==> src/rtl/keccak_pkg.sv <==
// Shared constants, FSM encoding and byte-mask helper for the keccak message feeder.
package keccak_pkg;

  localparam int unsigned RATE_BITS       = 576;
  localparam int unsigned WORD_BITS       = 64;
  localparam int unsigned DIGEST_BITS     = 512;
  localparam int unsigned RATE_BYTES      = 72;
  localparam int unsigned WORDS_PER_BLOCK = 9;
  localparam int unsigned WORD_BYTES      = 8;

  typedef enum logic [2:0] {
    StFill,
    StSendFull,
    StSendLast,
    StWaitDig,
    StHold
  } state_e;

  // Keeps the leading nbytes bytes of a left-aligned word; nbytes >= 8 keeps all.
  function automatic logic [63:0] byte_mask(input logic [3:0] nbytes);
    logic [63:0] mask;
    mask = '0;
    for (int i = 0; i < 8; i++) begin
      mask[63-8*i -: 8] = (i < 32'(nbytes)) ? 8'hff : 8'h00;
    end
    return mask;
  endfunction

endpackage

==> src/rtl/keccak_msg_feeder_block_packer.sv <==
// Rate-block buffer: packs left-aligned 64-bit words into a 576-bit block, zeroing
// bytes past the valid count.
module block_packer
  import keccak_pkg::*;
(
  input  logic                 clk,
  input  logic                 reset,
  input  logic                 clear,
  input  logic                 wr_en,
  input  logic [63:0]          wr_data,
  input  logic [3:0]           wr_bytes,
  output logic [RATE_BITS-1:0] block,
  output logic [3:0]           word_cnt
);

  logic [RATE_BITS-1:0] block_q;
  logic [3:0]           cnt_q;
  logic [63:0]          word_masked;

  assign word_masked = wr_data & byte_mask(wr_bytes);
  assign block       = block_q;
  assign word_cnt    = cnt_q;

  // Store the masked word in slot word_cnt (word 0 at the top); clear wins over write.
  always_ff @(posedge clk) begin
    if (reset || clear) begin
      block_q <= '0;
      cnt_q   <= '0;
    end else if (wr_en && (cnt_q < 4'(WORDS_PER_BLOCK))) begin
      for (int k = 0; k < int'(WORDS_PER_BLOCK); k++) begin
        if (cnt_q == 4'(k)) begin
          block_q[RATE_BITS-1-WORD_BITS*k -: WORD_BITS] <= word_masked;
        end
      end
      cnt_q <= cnt_q + 4'd1;
    end
  end

endmodule

==> src/rtl/keccak_msg_feeder.sv <==
// Upstream driver for the keccak core: packs a 64-bit word stream into rate blocks,
// runs the core input handshake and holds the digest until acknowledged.
module keccak_msg_feeder
  import keccak_pkg::*;
#(
  parameter int unsigned RATE_BITS   = 576,
  parameter int unsigned WORD_BITS   = 64,
  parameter int unsigned DIGEST_BITS = 512
) (
  input  logic                   clk,
  input  logic                   reset,
  input  logic [WORD_BITS-1:0]   s_data,
  input  logic                   s_valid,
  input  logic                   s_last,
  input  logic [3:0]             s_bytes,
  output logic                   s_ready,
  output logic [RATE_BITS-1:0]   k_in,
  output logic                   k_in_ready,
  output logic                   k_is_last,
  output logic [9:0]             k_byte_num,
  input  logic                   k_buffer_full,
  input  logic [DIGEST_BITS-1:0] k_out,
  input  logic                   k_out_ready,
  output logic [DIGEST_BITS-1:0] digest,
  output logic                   digest_valid,
  input  logic                   digest_ack
);

  state_e                 state_q, state_d;
  logic                   pend_q, pend_d;    // message ended on a block boundary
  logic [6:0]             bn_q, bn_d;        // byte count of the last block
  logic [DIGEST_BITS-1:0] digest_q;

  logic       xfer;
  logic       accept;
  logic [3:0] bytes_eff;
  logic [3:0] wr_bytes;
  logic [3:0] word_cnt;
  logic [6:0] total;

  assign bytes_eff = (s_bytes > 4'd8) ? 4'd8 : s_bytes;
  assign wr_bytes  = s_last ? bytes_eff : 4'd8;
  assign total     = {word_cnt, 3'b000} + {3'b000, bytes_eff};

  assign s_ready    = !reset && (state_q == StFill) && (word_cnt < 4'(WORDS_PER_BLOCK));
  assign xfer       = s_valid && s_ready;
  assign k_in_ready = ((state_q == StSendFull) || (state_q == StSendLast)) && !k_buffer_full;
  assign accept     = k_in_ready;

  assign k_is_last    = (state_q == StSendLast);
  assign k_byte_num   = (state_q == StSendFull) ? 10'(RATE_BYTES) :
                        (state_q == StSendLast) ? {3'b000, bn_q} : 10'd0;
  assign digest       = digest_q;
  assign digest_valid = (state_q == StHold);

  block_packer u_packer (
    .clk      (clk),
    .reset    (reset),
    .clear    (accept),
    .wr_en    (xfer),
    .wr_data  (s_data),
    .wr_bytes (wr_bytes),
    .block    (k_in),
    .word_cnt (word_cnt)
  );

  // FSM state, pending-empty flag and last-block byte count.
  always_ff @(posedge clk) begin
    if (reset) begin
      state_q <= StFill;
      pend_q  <= 1'b0;
      bn_q    <= '0;
    end else begin
      state_q <= state_d;
      pend_q  <= pend_d;
      bn_q    <= bn_d;
    end
  end

  // Digest capture; stays put through HOLD.
  always_ff @(posedge clk) begin
    if (reset) begin
      digest_q <= '0;
    end else if ((state_q == StWaitDig) && k_out_ready) begin
      digest_q <= k_out;
    end
  end

  // Next-state logic.
  always_comb begin
    state_d = state_q;
    pend_d  = pend_q;
    bn_d    = bn_q;
    unique case (state_q)
      StFill: begin
        if (xfer) begin
          if (s_last) begin
            if (total == 7'(RATE_BYTES)) begin
              state_d = StSendFull;
              pend_d  = 1'b1;
            end else begin
              state_d = StSendLast;
              bn_d    = total;
            end
          end else if (word_cnt == 4'(WORDS_PER_BLOCK - 1)) begin
            state_d = StSendFull;
            pend_d  = 1'b0;
          end
        end
      end
      StSendFull: begin
        if (accept) begin
          if (pend_q) begin
            state_d = StSendLast;
            bn_d    = '0;
            pend_d  = 1'b0;
          end else begin
            state_d = StFill;
          end
        end
      end
      StSendLast: begin
        if (accept) state_d = StWaitDig;
      end
      StWaitDig: begin
        if (k_out_ready) state_d = StHold;
      end
      StHold: begin
        if (digest_ack) state_d = StFill;
      end
      default: state_d = StFill;
    endcase
  end

endmodule

==> config.mk <==
export PLATFORM = sky130hd
export DESIGN_NAME = keccak_msg_feeder
export DESIGN_NICKNAME = d
export VERILOG_FILES = /design/src/rtl/keccak_pkg.sv /design/src/rtl/keccak_msg_feeder_block_packer.sv /design/src/rtl/keccak_msg_feeder.sv
export SDC_FILE = /design/constraint.sdc
export NUM_CORES = 2
export LEC_CHECK = 0
export CAP_MARGIN = 20
export CORE_AREA = 2 2 664 666
export CTS_CLUSTER_DIAMETER = 40
export DETAILED_ROUTE_END_ITERATION = 10
export DIE_AREA = 0 0 666 668
export GPL_ROUTABILITY_DRIVEN = 0
export PLACE_DENSITY = 0.34
export RECOVER_POWER = 25
export SETUP_SLACK_MARGIN = 0.1
export SYNTH_ARGS = -nofsm -noshare
export SYNTH_HDL_FRONTEND = slang
export SYNTH_HIERARCHICAL = 1
export SYNTH_SLANG_ARGS = --single-unit
==> constraint.sdc <==
create_clock -name clk -period 3.4 [get_ports clk]
set_input_delay 0.68 -clock clk [delete_from_list [all_inputs] [get_ports clk]]
set_output_delay 0.68 -clock clk [all_outputs]
set_load 0.005 [all_outputs]
Word-level counts from Yosys, hierarchy flattened
Index checks and enable logic that the tools add are counted.

cells by class
  $mul = 0
  equal/unequal tests = 23
  add/sub/neg operators = 2
  reduce and logical (&&, ||, !) cells = 25
  bitwise operators = 1
  mux-type cells = 34
  div/mod/pow operators = 0
  shift operators = 0
  $lt $le $gt $ge = 10

operator list
  kind                   count
  $and A64 B64 Y64       1
  $mux W8                8
  $mux W7                7
  $mux W3                7
  $reduce_and A2 Y1      9
  $eq A4 B3 Y1 const B   4
  $lt A3 B4 Y1 const A   4
  $pmux W3 S5            1
  $pmux W7 S2            1
  $reduce_and A6 Y1      2
  $eq A4 B2 Y1 const B   2
  $lt A1 B4 Y1 const A   2
  $lt A2 B4 Y1 const A   2
  $mux W4                2
  $ne A2 B1 Y1 const B   4
  $ne A2 B2 Y1 const B   4
  $add A7 B4 Y7          1
  $eq A7 B7 Y1 const B   1
  $eq A3 B2 Y1 const B   2
  $logic_and A1 B1 Y1    6
  $ne A3 B2 Y1 const B   2
  $mux W1                5
  $reduce_and A5 Y1      1
  $add A4 B1 Y4 const B  1
  other kinds (13)       16

word-level totals
  register bits after elaboration = 1103
  bits of input ports = 587
  output and inout port bits = 1102
  bits in writable memories = 0
  bits in latches = 0
  ROM bits = 0
  memories kept = 0
  logic and storage cells = 109

Longest topological paths before layout
  depth after elaboration = 8
  depth in mapped cells = 11

Hierarchy
The synthesis kept the hierarchy.

by module, submodules not included
  module             times used  area each (sq um)  cells each
  block_packer       1           18736.7            1745
  keccak_msg_feeder  1           18342.6            2322

Worst setup path after synthesis
Ideal clock, no wire load.

  path kind = input to register
  from = in reset
  to = reg u_packer.block_q[43], in the netlist u_packer/block[43]
  data required time = 3.328 ns
  setup slack = 0.940 ns
  arrival = 2.388 ns
  cell stages on the path = 9
  path through = buf_2 and4b_4 buf_4 buf_6 nor3b_4 nand4b_1 buf_2 buf_2 o2bb2ai_1

between the ends
  longest elaborated chain between the ends = 6
  elaborated cells between the ends (all ways) = 7
  classes of those cells = reduce/logical: 7

ends and longest elaborated chain
  item                                RTL line                              RTL
  start: declaration                  keccak_msg_feeder.sv:11               input logic reset,
  $logic_not A1 Y1                    keccak_msg_feeder.sv:45               assign s_ready = !reset && (state_q == StFill) && (word_cnt < 4'(WORDS_PER_BLOCK));
  $logic_and A1 B1 Y1 (2 in series)   keccak_msg_feeder.sv:45
  $logic_and A1 B1 Y1                 keccak_msg_feeder.sv:46               assign xfer = s_valid && s_ready;
  via xfer                            keccak_msg_feeder.sv:34               logic xfer;
  $logic_and A1 B1 Y1                 keccak_msg_feeder_block_packer.sv:29  end else if (wr_en && (cnt_q < 4'(WORDS_PER_BLOCK))) begin
  $reduce_and A2 Y1 (no source line)  -
  end signal: indexed assignment      keccak_msg_feeder_block_packer.sv:32  block_q[RATE_BITS-1-WORD_BITS*k -: WORD_BITS] <= word_masked;
  end: declaration                    keccak_msg_feeder_block_packer.sv:16  logic [RATE_BITS-1:0] block_q;

The timed path passes the listed nets, and every way through them passes these cells.
A chain may end at the register's enable or synchronous reset.

Final worst setup path
  from = reg u_packer.cnt_q[0], in the netlist u_packer/word_cnt[0]
  to = reg u_packer.block_q[415], in the netlist u_packer/block[415]

between the ends
  longest elaborated chain between the ends = 5
  elaborated cells between the ends (all ways) = 6
  classes of those cells = order compare: 1; eq/ne: 1; reduce/logical: 4

ends and longest elaborated chain
  item                                RTL line                              RTL
  start: declaration                  keccak_msg_feeder_block_packer.sv:17  logic [3:0] cnt_q;
  start signal: assignment            keccak_msg_feeder_block_packer.sv:35  cnt_q <= cnt_q + 4'd1;
  $lt A4 B4 Y1                        keccak_msg_feeder.sv:45
  $logic_and A1 B1 Y1                 keccak_msg_feeder.sv:45
  $logic_and A1 B1 Y1                 keccak_msg_feeder.sv:46
  via xfer                            keccak_msg_feeder.sv:34
  $logic_and A1 B1 Y1                 keccak_msg_feeder_block_packer.sv:29
  $reduce_and A2 Y1 (no source line)  -

The timed path passes the listed nets, and every way through them passes these cells.

==> impl_metrics.csv <==
group,metric,value,unit
outcome,status,"finished clean",
synth,syn_inst,4067,
critical_path,cp_common_cell,"buf_4",
floorplanning,core_region_area,437000,sq um
global_route,met2_usage,0.261,
global_route,grt.busiest_layer,"met2",
job,cap_violations,0,
clock_network,h-tree-depth,5,
floorplanning,io_pins,1689,
critical_path,arrival,3.90,ns
global_route,gr-usage-met1,0.161,
critical_path,path_cells,"o31ai_1, and4b_4, nor3b_4, buf_4, buf_4, nand3_4, buf_12, o2bb2ai_1",
floorplanning,die_x,666,um
timing,max_slew_margin,0.267,
detailed_routing,drt_iter0_markers,2256,
critical_path,path_class,"flip-flop to flip-flop",
floorplanning,die_y,668,um
placed_design,dp_slack,-1.08,ns
clock_network,clock_sinks,1103,
pwr,leakage,23.5,nW
critical_path,critPathMaxStageDelay,0.59,ns
synth,synth.most_common_cell,"nand2_1",
timing,finalMaxSlewViolations,0,
timing,setup_ws,0.241,ns
cells_and_area,fin_nets,6490,
global_route,globalRouteTotalUtil,0.147,
global_route,antenna_found_initial,176,
detailed_routing,route.detailed.wl_per_inst,28.9,um
pwr,switching_share,0.245,
clock_network,clock_latency,0.87,ns
global_route,overflow,0,
clock_network,cts.path.max_buffers,4,
pwr,pwr-share-comb,0.057,
synth,syn_area,37100,sq um
pwr,peakVddDrop,320,uV
pwr,pwr_density_cell,594,nW/um^2
clock_network,cts_root_buffer,"clkbuf_16",
floorplanning,start_util,0.0848,
cells_and_area,stdcell_area,72200,sq um
synth,yosys-top-cells-count,"nand2_1 (1361), dfxtp_1 (1103), a21oi_1 (664)",
timing,finalSetupViolCount,0,
synth,synth_cell_types,61,
floorplanning,rows,243,
synth,synthTopCellsByArea,"dfxtp_1 (60%), nand2_1 (14%), o2bb2ai_1 (10%), a21oi_1 (9.0%), buf_2 (2.2%)",
timing,whs,0.362,ns
pwr,p_clk_frac,0.637,
timing,tightest_slew,1.10,ns
clock_network,cts.clk_slew.worst_paths,0.04,ns
detailed_routing,drc,0,
global_route,grt_max_degree,146,
pwr,p_switching,10.5,mW
timing,period_share,0.929,
detailed_routing,via_count,39407,
placed_design,dp_hpwl,283000,um
floorplanning,die_area,445000,sq um
synth,async_flop_share,0,
min_path,min_path_type,"input port to flip-flop",
placed_design,port_buffers,1685,
critical_path,critPathLaunchType,"flip-flop",
synth,syn_area_per_cell,9.12,sq um
detailed_routing,first_pass_iters,8,
critical_path,required,4.14,ns
timing,worst_clock_skew,0.0529,ns
timing,period_minus_slack,3.16,ns
synth,synth_top_area_share,0.596,
detailed_routing,drt-total-wl,344000,um
detailed_routing,vias_per_cell,3.31,
global_route,grt_pass1_wl,431000,um
synth,ys_seq_area_frac,0.596,
synth,synth_top_area_cell,"dfxtp_1",
pwr,p_seq_frac,0.306,
clock_network,cts_inserted_buffers,272,
critical_path,cp-end-kind,"flip-flop",
timing,rsz0062_at_grt,"no",
global_route,use_met3,0.0555,
cells_and_area,drive_above_1_share,0.119,
synth,synth_edf_count,0,
timing,timing.fmax,317,MHz
timing,hold_viol_final,0,
synth,ys_seq_elements,1103,
global_route,grt_pass1_vias,39560,
cells_and_area,area_delta_synth_final,94.8,%
pwr,p_int,32.4,mW
placed_design,dp.cells,11378,
detailed_routing,drtAntennaViolNets,0,
critical_path,critPathMaxFanout,48,
clock_network,cts_tree,"yes",
cells_and_area,stdcell_count,11913,
synth,yosys_warnings,6,
critical_path,cp_slowest_cell,"o31ai_1",
synth,synth_ff_type,"dfxtp_1",
pwr,power.total,42.9,mW
placed_design,dpl-instance-area,62600,sq um
[flip-flops by register name, indices dropped and copies added, names as in the netlist]
name and count:
digest 512, pend_q 1, u_packer/word_cnt 4, bn_q 7, u_packer/block 576, state_q 3
[layer usage]
metal	routed length, um	part of all wire
met4	12000	0.035
met5	472	0.0014
met2	171000	0.50
met1	130000	0.38
met3	30700	0.089
[metrics by stage]
step | setup TNS [ns] | util
after floorplan | 0 | -
after global placement | -341.01 | 0.143
after detailed placement | -342.85 | 0.143
after CTS | 0 | 0.165
after global routing | 0 | 0.165
final | 0 | 0.165
[area by class of cell]
cell class                      count  area (sq um)
Fill cell                       48861        365000
Sequential cell                  1103         22100
Timing Repair Buffer             1903         19600
Antenna cell                       38          95.1
Clock inverter                    150          1960
Tap cell                         5757          7200
Multi-Input combinational cell   2609         13700
Inverter                            8          30.0
Clock buffer                      345          7600
[critical path: cells and delay by family, from the launching register on]
kind	cells	cell delay (ns)
AOI/OAI and AO/OA	2	0.89
and+or+nand+nor	3	0.80
buffers and inverters	3	0.64
DFF	1	0.41
[logic make-up (layout without fill, tap and decap cells)]
logic type	after synthesis	after routing	share of synthesized area
and+or+nand+nor	1453	1453	0.155
other	1	41	0.000101
muxes	2	2	0.000540
xor gates and xnor gates	3	3	0.000911
AOI/OAI and AO/OA	1142	1142	0.201
DFF	1103	1103	0.596
buffers and inverters	357	2406	0.0447
adders and majority gates	6	6	0.00202
[power groups by stage]
| stage | clock [mW] | sequential (mW) | combinational, mW |
|---|---|---|---|
| after floorplan | 0 | 13.3 | 0.562 |
| after global placement | 0 | 13.4 | 2.51 |
| after detailed placement | 0 | 13.4 | 2.51 |
| after CTS | 28.0 | 13.1 | 2.52 |
| after global routing | 28.6 | 13.1 | 2.57 |
| final | 27.3 | 13.1 | 2.46 |
[final timing paths]
check	from	cells past startpoint	endpoint	slack, ns
min reg2reg	u_packer/block[514]	2	u_packer/block[514]	0.45
min	k_out[404]	3	digest[404]	0.36
max	u_packer/word_cnt[0]	8	u_packer/block[415]	0.24
max reg2reg	u_packer/word_cnt[0]	8	u_packer/block[415]	0.24
[layout by cell type, fill, tap and decap left out, types with 17 or more instances in the layout]
cell type        netlist  layout
clkdlybuf4s50_1        0    1675
nand2_1             1361    1359
dfxtp_1             1103    1100
a21oi_1              664     664
o2bb2ai_1            434     434
clkbuf_16              0     278
buf_4                 28     109
buf_12                 0      92
clkinv_2               0      40
clkbuf_8               0      39
clkbuf_1             144      39
diode_2                0      38
bufinv_16              0      30
clkinvlp_4             0      28
inv_6                  0      20
clkinv_4               0      17
[what timing repair did]
item | CTS | global route
setup endpoints to repair | 18 | 2
hold buffers | 1 | 0
hold endpoints to repair | 8 | 0
buffers inserted | 0 | 0
gates resized for setup | 13 | 2
pin swaps | 0 | 0
Note: power is estimated with default switching activity, not from simulation.
